`config.mk`:
```
export PLATFORM = sky130hd
export DESIGN_NAME = instruction_fetch_unit
export DESIGN_NICKNAME = d
export VERILOG_FILES = /design/src/rtl/instruction_fetch_unit.sv
export SDC_FILE = /design/constraint.sdc
export NUM_CORES = 1
export LEC_CHECK = 0
export CORE_ASPECT_RATIO = 1.4
export CORE_MARGIN = 4
export CORE_UTILIZATION = 50
export DETAILED_ROUTE_END_ITERATION = 16
export PLACE_DENSITY = 0.79
export SLEW_MARGIN = 20
export SYNTH_ARGS = -nofsm -noshare
export SYNTH_HDL_FRONTEND = slang
export SYNTH_SLANG_ARGS = --single-unit
```
`constraint.sdc`:
```
create_clock -name clk -period 3.25 [get_ports clk]
set_input_delay 0.65 -clock clk [delete_from_list [all_inputs] [get_ports clk]]
set_output_delay 0.65 -clock clk [all_outputs]
set_load 0.005 [all_outputs]
```
`src/rtl/instruction_fetch_unit.sv`:
```
// Fetch stage of the MUSA core: PC, instruction-memory req/ack, valid/ready output to decode,
// and redirect handling (jump, relative branch, call/return through a circular return-address stack).
module instruction_fetch_unit #(
  parameter int ADDR_WIDTH = 16,
  parameter int DATA_WIDTH = 32,
  parameter int RAS_DEPTH  = 8,
  parameter logic [ADDR_WIDTH-1:0] RESET_PC = '0
) (
  input  logic                  clk,
  input  logic                  rst_n,
  output logic                  imem_req,
  output logic [ADDR_WIDTH-1:0] imem_addr,
  input  logic                  imem_ack,
  input  logic [DATA_WIDTH-1:0] imem_rdata,
  output logic [DATA_WIDTH-1:0] instr,
  output logic [5:0]            opcode,
  output logic                  instr_valid,
  input  logic                  instr_ready,
  input  logic                  write_pc,
  input  logic [1:0]            branch,
  input  logic [ADDR_WIDTH-1:0] target,
  input  logic                  push,
  input  logic                  halt,
  output logic                  halted,
  output logic                  ras_err
);

  localparam int PW = $clog2(RAS_DEPTH);
  localparam int CW = PW + 1;

  typedef enum logic [1:0] {
    S_FETCH = 2'd0,
    S_HOLD  = 2'd1,
    S_HALT  = 2'd2
  } state_e;

  state_e                  state_q, state_d;
  logic [ADDR_WIDTH-1:0]   pc_q, pc_d;
  logic                    req_q, req_d;
  logic [ADDR_WIDTH-1:0]   addr_q, addr_d;
  logic [DATA_WIDTH-1:0]   instr_q, instr_d;
  logic                    valid_q, valid_d;
  logic                    halted_q, halted_d;
  logic                    err_q, err_d;
  logic [PW-1:0]           sp_q, sp_d;
  logic [CW-1:0]           cnt_q, cnt_d;
  logic [ADDR_WIDTH-1:0]   ras_q [RAS_DEPTH];

  logic                    ras_we_s;
  logic [PW-1:0]           ras_widx_s;
  logic [ADDR_WIDTH-1:0]   ras_wdata_s;
  logic [ADDR_WIDTH-1:0]   ras_top_s;
  logic                    pop_s;
  logic                    pop_ok_s;
  logic [PW-1:0]           sp_pop_s;
  logic [CW-1:0]           cnt_pop_s;
  logic [ADDR_WIDTH-1:0]   next_pc_s;
  logic                    accept_s;

  assign accept_s  = valid_q & instr_ready;
  assign pop_ok_s  = (cnt_q != {CW{1'b0}});
  assign ras_top_s = ras_q[sp_q - PW'(1)];

  // Redirect target selection; pc_q already holds the incremented (return) address here.
  always_comb begin
    next_pc_s = pc_q;
    pop_s     = 1'b0;
    if (write_pc) begin
      case (branch)
        2'b01:   next_pc_s = target;
        2'b10:   next_pc_s = pc_q + target;
        2'b11: begin
          pop_s     = 1'b1;
          next_pc_s = pop_ok_s ? ras_top_s : RESET_PC;
        end
        default: next_pc_s = pc_q;
      endcase
    end else begin
      next_pc_s = pc_q;
    end
  end

  // Stack position after an optional pop, so a same-cycle push replaces the popped top.
  always_comb begin
    sp_pop_s  = sp_q;
    cnt_pop_s = cnt_q;
    if (pop_s && pop_ok_s) begin
      sp_pop_s  = sp_q - PW'(1);
      cnt_pop_s = cnt_q - CW'(1);
    end else begin
      sp_pop_s  = sp_q;
      cnt_pop_s = cnt_q;
    end
  end

  // Fetch FSM next-state and output logic.
  always_comb begin
    state_d     = state_q;
    pc_d        = pc_q;
    req_d       = req_q;
    addr_d      = addr_q;
    instr_d     = instr_q;
    valid_d     = valid_q;
    halted_d    = halted_q;
    err_d       = err_q;
    sp_d        = sp_q;
    cnt_d       = cnt_q;
    ras_we_s    = 1'b0;
    ras_widx_s  = sp_pop_s;
    ras_wdata_s = pc_q;
    case (state_q)
      S_FETCH: begin
        if (!req_q) begin
          req_d  = 1'b1;
          addr_d = pc_q;
        end else if (imem_ack) begin
          instr_d = imem_rdata;
          valid_d = 1'b1;
          pc_d    = pc_q + ADDR_WIDTH'(1);
          req_d   = 1'b0;
          state_d = S_HOLD;
        end else begin
          req_d = 1'b1;
        end
      end
      S_HOLD: begin
        if (accept_s) begin
          valid_d = 1'b0;
          if (halt) begin
            halted_d = 1'b1;
            state_d  = S_HALT;
          end else begin
            state_d = S_FETCH;
            pc_d    = next_pc_s;
            req_d   = 1'b1;
            addr_d  = next_pc_s;
            sp_d    = sp_pop_s;
            cnt_d   = cnt_pop_s;
            if (pop_s && !pop_ok_s) begin
              err_d = 1'b1;
            end else begin
              err_d = err_q;
            end
            // A push on a full stack wraps over the oldest entry; depth stays saturated.
            if (push) begin
              ras_we_s = 1'b1;
              sp_d     = sp_pop_s + PW'(1);
              if (cnt_pop_s == CW'(RAS_DEPTH)) begin
                err_d = 1'b1;
              end else begin
                cnt_d = cnt_pop_s + CW'(1);
              end
            end else begin
              ras_we_s = 1'b0;
            end
          end
        end else begin
          valid_d = valid_q;
        end
      end
      S_HALT: begin
        req_d    = 1'b0;
        valid_d  = 1'b0;
        halted_d = 1'b1;
      end
      default: begin
        state_d = S_FETCH;
        req_d   = 1'b0;
        valid_d = 1'b0;
      end
    endcase
  end

  // Architectural state registers.
  always_ff @(posedge clk or negedge rst_n) begin
    if (!rst_n) begin
      state_q  <= S_FETCH;
      pc_q     <= RESET_PC;
      req_q    <= 1'b0;
      addr_q   <= RESET_PC;
      instr_q  <= {DATA_WIDTH{1'b0}};
      valid_q  <= 1'b0;
      halted_q <= 1'b0;
      err_q    <= 1'b0;
      sp_q     <= {PW{1'b0}};
      cnt_q    <= {CW{1'b0}};
    end else begin
      state_q  <= state_d;
      pc_q     <= pc_d;
      req_q    <= req_d;
      addr_q   <= addr_d;
      instr_q  <= instr_d;
      valid_q  <= valid_d;
      halted_q <= halted_d;
      err_q    <= err_d;
      sp_q     <= sp_d;
      cnt_q    <= cnt_d;
    end
  end

  // Return-address stack storage.
  always_ff @(posedge clk or negedge rst_n) begin
    if (!rst_n) begin
      for (int i = 0; i < RAS_DEPTH; i++) begin
        ras_q[i] <= RESET_PC;
      end
    end else if (ras_we_s) begin
      ras_q[ras_widx_s] <= ras_wdata_s;
    end
  end

  assign imem_req    = req_q;
  assign imem_addr   = addr_q;
  assign instr       = instr_q;
  assign opcode      = instr_q[DATA_WIDTH-1 -: 6];
  assign instr_valid = valid_q;
  assign halted      = halted_q;
  assign ras_err     = err_q;

endmodule

```
## After elaboration in Yosys (flattened, before gate mapping)

Cells that the tools add are included.

- Register bits after elaboration: 205
- Bits of input ports: 57
- Output and inout bits: 58
- Word-level logic and storage cells: 107

- $add $sub $neg: 6
- Magnitude comparators: 3
- Equality and inequality tests: 12
- Mux-type cells: 47
- Bitwise logic cells: 5
- Reductions and logical operators: 16

Operator list:

| cell | number |
|---|---|
| two-way mux 16 bit | 10 |
| bitwise mux 128 bit | 1 |
| one-hot mux 16 bit (2 select lines) | 2 |
| binary-select mux 16 bit (select 3 bit) | 1 |
| demux 16 bit (select 3 bit) | 1 |
| one-hot mux 16 bit (3 select lines) | 1 |
| two-way mux 1 bit | 18 |
| adder 16 x 1 -> 16 bit (second input constant) | 1 |
| adder 16 bit | 1 |
| two-way mux 4 bit | 3 |
| != test 2 bit (second input constant) | 6 |
| AND reduction 3 bit | 4 |
| greater-or-equal comparator 4 bit (second input constant) | 2 |
| two-way mux 2 bit | 4 |
| NOT 3 -> 4 bit | 2 |
| AND reduction 4 bit | 2 |
| == test 2 bit (second input constant) | 3 |
| two-way mux 3 bit | 2 |
| one-hot mux 1 bit (2 select lines) | 3 |
| one-hot mux 2 bit (3 select lines) | 1 |
| AND reduction 5 bit | 1 |
| adder 4 x 1 -> 4 bit (second input constant) | 1 |
| == test 2 x 1 -> 1 bit (second input constant) | 2 |
| == test 4 bit (second input constant) | 1 |
| 12 further kinds | 16 |

## Longest topological paths before layout

- Depth in word-level cells: 11
- Depth in mapped cells: 15
- Mapped depth without buffers: 12

## Least setup slack after synthesis

OpenSTA, ideal clock, no wires.

- Path kind: register to register
- Start point: register sp_q[0]
- End point: register addr_q[4], in the netlist imem_addr[4]
- Setup time: 146 ps
- Arrival: 3086 ps
- Data required time: 3104 ps
- Path slack: 19 ps
- Cell stages (with the launch flop): 13
- Path buffers: 5
- Period minus slack after synthesis: 3231 ps
- Cells stage by stage: dfrtp_1 -> buf_2 -> buf_4 -> buf_2 -> inv_1 -> ha_1 -> clkbuf_1 -> clkbuf_1 -> mux4_2 -> mux2i_1 -> o32ai_1 -> a2111oi_0 -> nor3_1

- Word-level cells in the longest chain between the ends: 11

Ends and longest elaborated chain:

| what | RTL line | RTL |
|---|---|---|
| from (decl) | 45 | `logic [PW-1:0] sp_q, sp_d;` |
| from (signal assigned) | 185 | `sp_q <= {PW{1'b0}};` |
| from (signal assigned) | 196 | `sp_q <= sp_d;` |
| subtractor 3 x 1 -> 3 bit | 62 | `assign ras_top_s = ras_q[sp_q - PW'(1)];` |
| NOT 3 -> 4 bit (not written as such) | 62 |  |
| binary-select mux 16 bit (select 3 bit) | 62 |  |
| two-way mux 16 bit (not written as such) (2 in a row) | 62 |  |
| two-way mux 16 bit | 74 | `next_pc_s = pop_ok_s ? ras_top_s : RESET_PC;` |
| one-hot mux 16 bit (3 select lines) | 69 | `case (branch)` |
| two-way mux 16 bit | 68 | `if (write_pc) begin` |
| two-way mux 16 bit | 129 | `if (halt) begin` |
| two-way mux 16 bit | 127 | `if (accept_s) begin` |
| one-hot mux 16 bit (2 select lines) | 111 | `case (state_q)` |
| to (signal assigned) | 191 | `addr_q <= addr_d;` |
| to (decl) | 40 | `logic [ADDR_WIDTH-1:0] addr_q, addr_d;` |

No other way between the ends. The select of a mux whose other input is x is not followed.
A chain may end at the register's enable or synchronous reset.

## Worst setup path after layout

- Start point: register cnt_q[0]
- End point: register ras_q[22] (netlist bit)

- Word-level cells in the longest chain between the ends: 9
- Elaborated cells on any way between the ends: 10
- Classes of those cells: order compare: 2; mux: 4; bitwise: 1; reduce/logical: 3

Ends and longest elaborated chain:

| what | RTL line | RTL |
|---|---|---|
| from (decl) | 46 | `logic [CW-1:0] cnt_q, cnt_d;` |
| from (signal assigned) | 186 | `cnt_q <= {CW{1'b0}};` |
| from (signal assigned) | 197 | `cnt_q <= cnt_d;` |
| nonzero test 4 bit (*) | 61 | `assign pop_ok_s = (cnt_q != {CW{1'b0}});` |
| logical AND 1 bit (*) | 87 | `if (pop_s && pop_ok_s) begin` |
| two-way mux 3 bit (*) | 87 |  |
| NOT 3 -> 4 bit (not written as such) (*) | 208 | `ras_q[ras_widx_s] <= ras_wdata_s;` |
| greater-or-equal comparator 4 bit (not written as such) or < comparator 4 x 1 -> 1 bit (tied branches) | 208 |  |
| logical AND 1 bit (not written as such) | 208 |  |
| two-way mux 16 bit (not written as such) | 208 |  |
| demux 16 bit (select 3 bit) (*) | 208 |  |
| bitwise mux 128 bit (*) | 208 |  |
| to (signal, indexed assignment) | 208 |  |
| to (decl) | 47 | `logic [ADDR_WIDTH-1:0] ras_q [RAS_DEPTH];` |

Every way passes the cells marked *; elsewhere a longest branch is shown, timed or not.

==> results.txt <==
status: complete, no violations
Max Clock Freq: 356 MHz
CTS clock-pin slew for the worst setup and hold paths: 0.06 ns
antenna-violating nets left: 0
CORE AREA: 0.0218 mm²
Least-Margin Pin Slew: 0.731 ns
share of layout cells above drive strength 1: 29.7%
Critical Path RT: 3.63 ns
number of enable flip-flop cells after synthesis: 0
area delta synth->final: 22.1%
Power Density: 839 mW/mm²
hold buffers post-CTS: 0
placed wire-length estimate: 19000 µm
Pleak: 0.00599 µW
Final period util: 86.4%
H-tree depth: 1
worst reg2reg path depth: 9
Largest delay share family, worst path: simple AND/OR/NAND/NOR gates
fin cells: 1350
RSZ-0062 raised after global routing: no
TritonRoute pass-1 iters: 5
asr flop ratio synth: 100%
DRC Markers: 0
DRT Wirelength: 28000 µm
nets: 1118
Max-slew headroom: 51.0%
Worst Path Arrival: 3.18 ns
syn nets: 1004
first-pass GRT wire length: 44700 µm
Die Wd: 133 µm
synth warn: 0
design area: 0.0135 mm²
GRT overflow: 0
setup repair bufs after CTS: 0
final hold viol count: 0
Std-Cell Rows: 64
DIE AREA: 0.0245 mm²
CP peak stage delay: 0.47 ns
leading area contributor after synthesis: dfrtp_1
final setup TNS: 0 ns
cell depth of the worst setup path: 9
clk sink count: 205
routability cong.: 0.941
Final setup viols: 0
final hold slack: 0.157 ns
worst r2r src: cnt_q[0]$_DFFE_PN0P_
Hold Path Class: in -> async
Clock Root Buffer: clkbuf_16
crit path capture type: flip-flop
max cap viols: 0
Mean Syn Cell Area: 11.9 µm²
largest net degree at the start of global routing: 79
I/O Buffers: 114
post-CTS sizing: 0
Initial Utilization: 50.6%
skew final: 0.0119 ns
DP Cell Count: 1311
initial antenna violation count: 0
Via density: 6.05
WL/cell: 20.7 µm
CTS tree: done
DR vias: 8164
CP startpoint kind: flip-flop
initial DRC count: 517
setup slack, reg-to-reg: 0.44 ns
Mapped Cells: 924
Synth area leaders: dfrtp_1 (47%), mux2_2 (16%), mux4_2 (6.5%)
GRT Overall Usage: 22.8%
clock period minus final worst setup slack: 2.81 ns
Clock Tree Buf Depth: 3
post-synthesis sequential area ratio: 46.6%
Bufs and invs on worst path: 2
worst-skew pair later-pin latency: 0.50 ns
share of the synthesized area in the top cell type: 46.6%
Crit-path slowest cell: dfrtp_1
critical-path cell list: inv_1 -> ha_1 -> nor3b_4 -> nor2_2 -> xnor2_4 -> nand3_1 -> nor3_4 -> buf_12 -> mux2_2
vias in the first global route: 8554
height of the die: 184 µm
WS Path Type: reg -> reg
worst r2r dst: ras_q[22]$_DFFE_PN0P_
# IOs: 115
Fillers: 1712
Post-Syn Area: 0.0110 mm²
critical path peak fanout: 16
maximum vdd ir drop: 0.000524 V
Core Util, Final: 61.8%
Slew Limit Fails: 0
dpl cell area: 0.0127 mm²
antenna cells: 0
FF+latch count, synth: 205
count of cell types in the netlist: 75
CTS buffer count: 22
Synth Flop Type: dfrtp_1
## through the flow
stage               total power (µW)  setup slack, ns
finish                         11300            0.442
global route                   12000            0.252
CTS                            11400            0.432
detailed placement              8580          -0.0135
global placement                8440           0.0357
floorplan                       6730           0.0189
## cell usage in the layout (no fill, tap or decap), types with 10 or more instances in the layout
cell type / n
mux4_2: 32
mux2_4: 10
buf_4: 43
dfrtp_1: 204
nor2_1: 50
nand2_1: 48
nand3_1: 15
a31oi_1: 13
clkbuf_16: 23
o211ai_1: 12
mux2i_1: 14
a21oi_1: 32
clkdlybuf4s50_1: 113
and3_1: 10
ha_1: 22
inv_1: 20
mux2_2: 158
o21ai_0: 49
nor3_1: 16
## layout make-up
| class | count | area, µm² | share of cell area (%) |
|---|---|---|---|
| Multi-Input combinational cell | 624 | 5460 | 40.6 |
| Clock buffer | 33 | 693 | 5.15 |
| Sequential cell | 205 | 5130 | 38.1 |
| Tap cell | 297 | 372 | 2.76 |
| Timing Repair Buffer | 164 | 1610 | 11.9 |
| Clock inverter | 6 | 108 | 0.800 |
| Inverter | 21 | 83.8 | 0.623 |
## worst max-delay path by stage
| stage | startpoint | to | slack [ns] |
|---|---|---|---|
| floorplan | sp_q[0]$_DFFE_PN0P_ | imem_addr[4]$_DFFE_PN0P_ | 0.02 |
| global placement | target[0] | pc_q[10]$_DFFE_PN0P_ | 0.04 |
| detailed placement | target[0] | imem_addr[4]$_DFFE_PN0P_ | -0.01 |
| CTS | cnt_q[0]$_DFFE_PN0P_ | ras_q[61]$_DFFE_PN0P_ | 0.43 |
| global route | cnt_q[0]$_DFFE_PN0P_ | cnt_q[0]$_DFFE_PN0P_ | 0.25 |
| finish | cnt_q[0]$_DFFE_PN0P_ | ras_q[22]$_DFFE_PN0P_ | 0.44 |
## power breakdown
| group | internal, µW | total [µW] | switching [µW] |
|---|---|---|---|
| Clock | 1710 | 2720 | 1020 |
| Combinational | 2370 | 4680 | 2310 |
| Sequential | 3230 | 3890 | 658 |
| Total | 7310 | 11300 | 3990 |
## cell families after synthesis
kind of cell    share of synthesized area (%)
fa+ha+maj                                2.68
flops                                    46.6
buf+inv                                  4.03
mux                                      25.3
xor+xnor                                 1.45
compound gates                           10.8
simple gates                             9.15
## sequential cells by signal, indices dropped and copies added, names as in the netlist
register,flops
halted,1
instr_valid,1
sp_q,3
pc_q,16
imem_addr,16
ras_q,128
imem_req,1
cnt_q,4
instr,32
state_q,2
ras_err,1
## Yosys cell counts (all sizes together) (5+ instances only)
cell    instances
mux4           32
ha             22
inv            21
nor2           52
clkbuf         48
nand4           9
mux2i          14
o22ai           7
a31oi          13
a211oi          5
and3           10
buf            26
xnor2          10
dfrtp         205
a21oi          32
nand3          19
o221ai          7
a32oi           5
o21a            8
nor4            6
and2            6
nor3           19
a211o           5
nand2          49
mux2          168
o211ai         12
a21o            9
o21ai          50
## layer usage
metal	GRT usage [%]	part of all wire, %	vias up
met3	3.26	5.6	78
met5	0	0	-
met4	9.88	4.1	0
li1	-	-	3657
met1	27.1	38	4100
met2	41.0	52	329
## worst register-to-register path: cells and delay by family (launching register included)
kind | cells | cell delay, ns
and+or+nand+nor | 4 | 1.00
buffers and inverters | 2 | 0.35
xor gates and xnor gates | 1 | 0.30
adders and majority gates | 1 | 0.18
DFF | 1 | 0.47
muxes | 1 | 0.38
Note: power is estimated with default switching activity, not from simulation.
